[src/rtl/commit_trace_buffer.sv]
// Commit trace FIFO: captures core retirements, show-ahead valid/ready out.
// Optional TRACE_FILTER_ZERO_EN drops register writes to $0 before the FIFO.
module commit_trace_buffer #(
  parameter int DEPTH = 16,
  parameter int CNT_W = 16
) (
  input  logic                     clk,
  input  logic                     reset,
  input  logic [31:0]              pc_now,
  input  logic [31:0]              addr_now,
  input  logic [31:0]              str_now,
  input  logic                     if_reg,
  input  logic                     if_mem,
  output logic                     out_valid,
  input  logic                     out_ready,
  output logic [1:0]               out_kind,
  output logic [31:0]              out_pc,
  output logic [31:0]              out_addr,
  output logic [31:0]              out_data,
  output logic [$clog2(DEPTH):0]   level,
  output logic                     overflow,
  output logic [CNT_W-1:0]         drop_cnt,
  input  logic                     clr_ovf
);

  localparam int PW = $clog2(DEPTH);
  localparam int LW = PW + 1;

  typedef struct packed {
    logic [1:0]  kind;
    logic [31:0] pc;
    logic [31:0] addr;
    logic [31:0] data;
  } rec_t;

  rec_t             mem_q [DEPTH];
  rec_t             rec_w;
  rec_t             head;
  logic [PW-1:0]    wr_q, rd_q;
  logic [LW-1:0]    level_q, level_d;
  logic             ovf_q, ovf_d;
  logic [CNT_W-1:0] cnt_q, cnt_d;
  logic [1:0]       kind_w;
  logic             push, pop, full;
  logic             accept, drop;

`ifdef TRACE_FILTER_ZERO_EN
  assign kind_w = {if_mem, if_reg & (addr_now[4:0] != 5'd0)};
`else
  assign kind_w = {if_mem, if_reg};
`endif

  always_comb begin
    rec_w      = '0;
    rec_w.kind = kind_w;
    rec_w.pc   = pc_now;
    rec_w.data = str_now;
    rec_w.addr = addr_now;
    if (kind_w == 2'b01)
      rec_w.addr = {27'd0, addr_now[4:0]};
  end

  assign push   = |kind_w;
  assign pop    = (level_q != '0) & out_ready;
  assign full   = (level_q == LW'(DEPTH));
  assign accept = push & (~full | pop);
  assign drop   = push & ~accept;

  assign level_d = level_q + LW'(accept) - LW'(pop);

  // A drop coinciding with a clear counts as the first drop after it.
  always_comb begin
    ovf_d = ovf_q | drop;
    cnt_d = cnt_q;
    if (clr_ovf) begin
      ovf_d = drop;
      cnt_d = CNT_W'(drop);
    end else if (drop && !(&cnt_q)) begin
      cnt_d = cnt_q + 1'b1;
    end
  end

  always_ff @(posedge clk or posedge reset) begin
    if (reset) begin
      wr_q    <= '0;
      rd_q    <= '0;
      level_q <= '0;
      ovf_q   <= 1'b0;
      cnt_q   <= '0;
    end else begin
      if (accept) wr_q <= wr_q + 1'b1;
      if (pop)    rd_q <= rd_q + 1'b1;
      level_q <= level_d;
      ovf_q   <= ovf_d;
      cnt_q   <= cnt_d;
    end
  end

  always_ff @(posedge clk) begin
    if (accept) mem_q[wr_q] <= rec_w;
  end

  assign head      = mem_q[rd_q];
  assign out_valid = (level_q != '0);
  assign out_kind  = out_valid ? head.kind : 2'b00;
  assign out_pc    = out_valid ? head.pc   : 32'd0;
  assign out_addr  = out_valid ? head.addr : 32'd0;
  assign out_data  = out_valid ? head.data : 32'd0;
  assign level     = level_q;
  assign overflow  = ovf_q;
  assign drop_cnt  = cnt_q;

endmodule

[config.mk]
export PLATFORM = sky130hd
export DESIGN_NAME = commit_trace_buffer
export DESIGN_NICKNAME = d
export VERILOG_FILES = /design/src/rtl/commit_trace_buffer.sv
export SDC_FILE = /design/constraint.sdc
export NUM_CORES = 1
export LEC_CHECK = 0
export BUFFER_PORTS_ARGS = -buffer_cell sky130_fd_sc_hd__buf_4
export CORE_UTILIZATION = 52
export DETAILED_ROUTE_END_ITERATION = 6
export PLACE_DENSITY = 0.68
export SLEW_MARGIN = 30
export SYNTH_ARGS = -nofsm -noshare
export SYNTH_HDL_FRONTEND = slang
export SYNTH_SLANG_ARGS = --single-unit
export TNS_END_PERCENT = 5
[constraint.sdc]
create_clock -name clk -period 12.02 [get_ports clk]
set_input_delay 1.803 -clock clk [delete_from_list [all_inputs] [get_ports clk]]
set_output_delay 1.803 -clock clk [all_outputs]
set_load 0.02 [all_outputs]
==> out/metrics.yaml <==
grt-busiest-layer: "met2"
ys_seq_elements: 1598
antenna_found_initial: 8
final_common_cell: "edfxtp_1"
num-fill-cells: 8140
ys.flop_type: "edfxtp_1"
use_met1: 0.318
crit_type: "reg -> out"
cts_buffer_depth: 3
p_per_area_nw_per_um2: 253
path_clk_slew_ps: 60
slew-limit-headroom: 0.315
design.core.area_um2: 116000
nets: 3037
start_util: 0.525
worstMarginPinSlew_ps: 1030
grtUsageMet2: 0.378
fin_ws_ps: 5750
yosys_warnings: 0
synth-simple-area-share: 0.0114
wl_per_cell_um: 29.5
layout_worst_path_cycle_share: 0.522
cts-root-buf: "clkbuf_16"
vias: 28310
die_w_um: 345
final_cell_mix: "edfxtp_1, mux4_2, buf_4, mux2i_1, clkbuf_16"
cts_buffers: 160
grt_setup_unrepaired: "false"
avgSynthCellArea_um2: 23.4
synth_compound_area_frac: 0.0124
synthesis.nets: 2730
syn_area_um2: 61100
holdWs_ps: 526
die_h_um: 345
postRouteWirelength_um: 135000
min_period_ps: 6270
dpl_worst_slack_ps: 6490
dieArea_um2: 119000
grt_max_degree: 109
worstSetupEndpointType: "output port"
ir_drop_mv: 0.180
hold_path_depth: 1
placement.io_buffers: 222
ant_nets: 0
layout-area-overhead-vs-synth_pct: 14.2
drv_cap: 0
drtPass1Iterations: 7
hold_path_class: "reg -> reg"
drtIter0Drc: 2588
cts_sinks: 1598
yosysUniqueCellTypes: 44
worst_skew_pair.late_latency_ps: 770
cts_tree: "yes"
io_pins: 223
r2r-end: "mem_q[10][35]$_DFFE_PP_"
synth_edf_count: 1568
r2r-start: "level[3]$_DFF_PP0_"
timing.final.hold_violations: 0
drv_slew: 0
start_kind: "flip-flop"
cts-resized-gates: 0
critPathArrivalTime_ps: 4470
gr-total-overflow: 0
async_flop_share: 0.0188
outcome: "finished, final reports clean"
finalWeightedCongestion: 0.780
postCtsSetupBuffers: 0
htreeDepth: 4
worstPathRequired_ps: 10220
reg2regPathDepth: 9
via_per_inst: 6.18
gr-usage-all-layers: 0.232
setup_viol: 0
route.detailed.drc: 0
finalPower_w: 0.0176
grt_pass1_wl_um: 198000
yosysSeqAreaShare: 0.783
finClkSkew_ps: 26.4
hold_end: "overflow$_DFF_PP0_"
synth_cells: 2615
grt_pass1_vias: 30062
hpwl_um: 69100
clock.fmax_mhz: 159
r2r_slack_ps: 7700
synth_top_family_by_area: "multiplexers"
muxShareOfSynthArea: 0.178
rows: 125
crit_path_max_fanout: 66
use_met3: 0.0472
synthAdderAreaFrac: 0.00278
cts_hold_buf: 0
fin_util: 0.600
cellLeakagePower_nw: 22.8
hp-start: "overflow$_DFF_PP0_"
synthXorXnorAreaFrac: 0.00143
drive_above_1_share: 0.305
how the worst max path moves through the flow:
stage | from | end | slack, ps | depth (start not counted)
finish | rd_q[1]$_DFFE_PP0P_ | out_pc[16] | 5750 | 6
global route | rd_q[1]$_DFFE_PP0P_ | out_pc[16] | 5570 | 6
CTS | rd_q[0]$_DFFE_PP0P_ | out_pc[30] | 5670 | 6
detailed placement | rd_q[0]$_DFFE_PP0P_ | out_pc[30] | 6490 | 6
global placement | rd_q[1]$_DFFE_PP0P_ | out_addr[0] | 6360 | 6
floorplan | out_ready | mem_q[1][0]$_DFFE_PP_ | -320 | 4
layer usage:
layer,wire [um],up-vias
met1,55200,15322
met4,3510,14
met5,77,-
met3,9140,233
li1,-,11798
met2,67300,943
cell usage after synthesis (2+ instances only):
| cell | count | area share |
|---|---|---|
| mux2_2 | 9 | 0.0017 |
| a21o_1 | 2 | 0.00025 |
| clkbuf_1 | 75 | 0.0046 |
| xnor2_1 | 7 | 0.0010 |
| o22ai_1 | 98 | 0.010 |
| buf_1 | 20 | 0.0012 |
| xor2_1 | 3 | 0.00043 |
| and2_1 | 36 | 0.0037 |
| ha_1 | 12 | 0.0025 |
| mux2i_1 | 196 | 0.032 |
| nand2_1 | 7 | 0.00043 |
| nor3b_1 | 2 | 0.00025 |
| nor4b_1 | 2 | 0.00029 |
| dfrtp_1 | 30 | 0.012 |
| nor3_1 | 6 | 0.00049 |
| nor2_1 | 13 | 0.00080 |
| buf_2 | 45 | 0.0037 |
| a21oi_1 | 8 | 0.00066 |
| o31ai_1 | 5 | 0.00061 |
| edfxtp_1 | 1568 | 0.77 |
| inv_1 | 18 | 0.0011 |
| nor4_1 | 11 | 0.0011 |
| nand2b_1 | 3 | 0.00031 |
| mux4_2 | 392 | 0.14 |
| nor2b_1 | 8 | 0.00082 |
| nand4_1 | 6 | 0.00061 |
| o21ai_0 | 2 | 0.00016 |
| or4_1 | 5 | 0.00061 |
| nand3_1 | 11 | 0.00090 |
cell families after synthesis:
logic type / Yosys count
XOR/XNOR: 10
adder cells (fa/ha/maj): 13
AND/OR/NAND/NOR: 118
AO/OA/AOI/OAI: 120
flip-flops: 1598
multiplexers: 597
buffers and inverters: 159
report_power, final:
part | switching, W | internal, W
registers | 0.000256 | 0.00697
logic | 0.00324 | 0.00239
clock network | 0.00203 | 0.00276
total | 0.00553 | 0.0121
sequential cells by signal (all words and copies together), names as in the netlist:
name and flops:
mem_q 1568, drop_cnt 16, level 5, rd_q 4, wr_q 4, overflow 1
critical path, cell delays in order, from the launching register on:
cell and delay [ps]:
dfrtp_4 910, buf_6 680, buf_4 840, mux4_2 360, mux2i_1 70, o22ai_1 430
buf_4 240
layout make-up:
class | count | area [um2] | area share
diodes | 3 | 7.51 | 0.000108
clock buffers | 197 | 4200 | 0.0601
clock inverters | 94 | 851 | 0.0122
inverters | 18 | 67.6 | 0.000968
multi-input cells | 858 | 12700 | 0.182
flip-flops and latches | 1598 | 47800 | 0.686
well taps | 1524 | 1910 | 0.0273
repair buffers | 286 | 2210 | 0.0317
metrics by stage:
stage / cells / instance area [um2] / TNS (ps)
finish: 4578 / 69800 / 0
floorplan: 2615 / 61100 / -124780
CTS: 4575 / 69800 / 0
global placement: 4283 / 64700 / 0
global route: 4576 / 69800 / 0
detailed placement: 4284 / 64700 / 0
No activity file was read; power rests on OpenSTA's default activity.
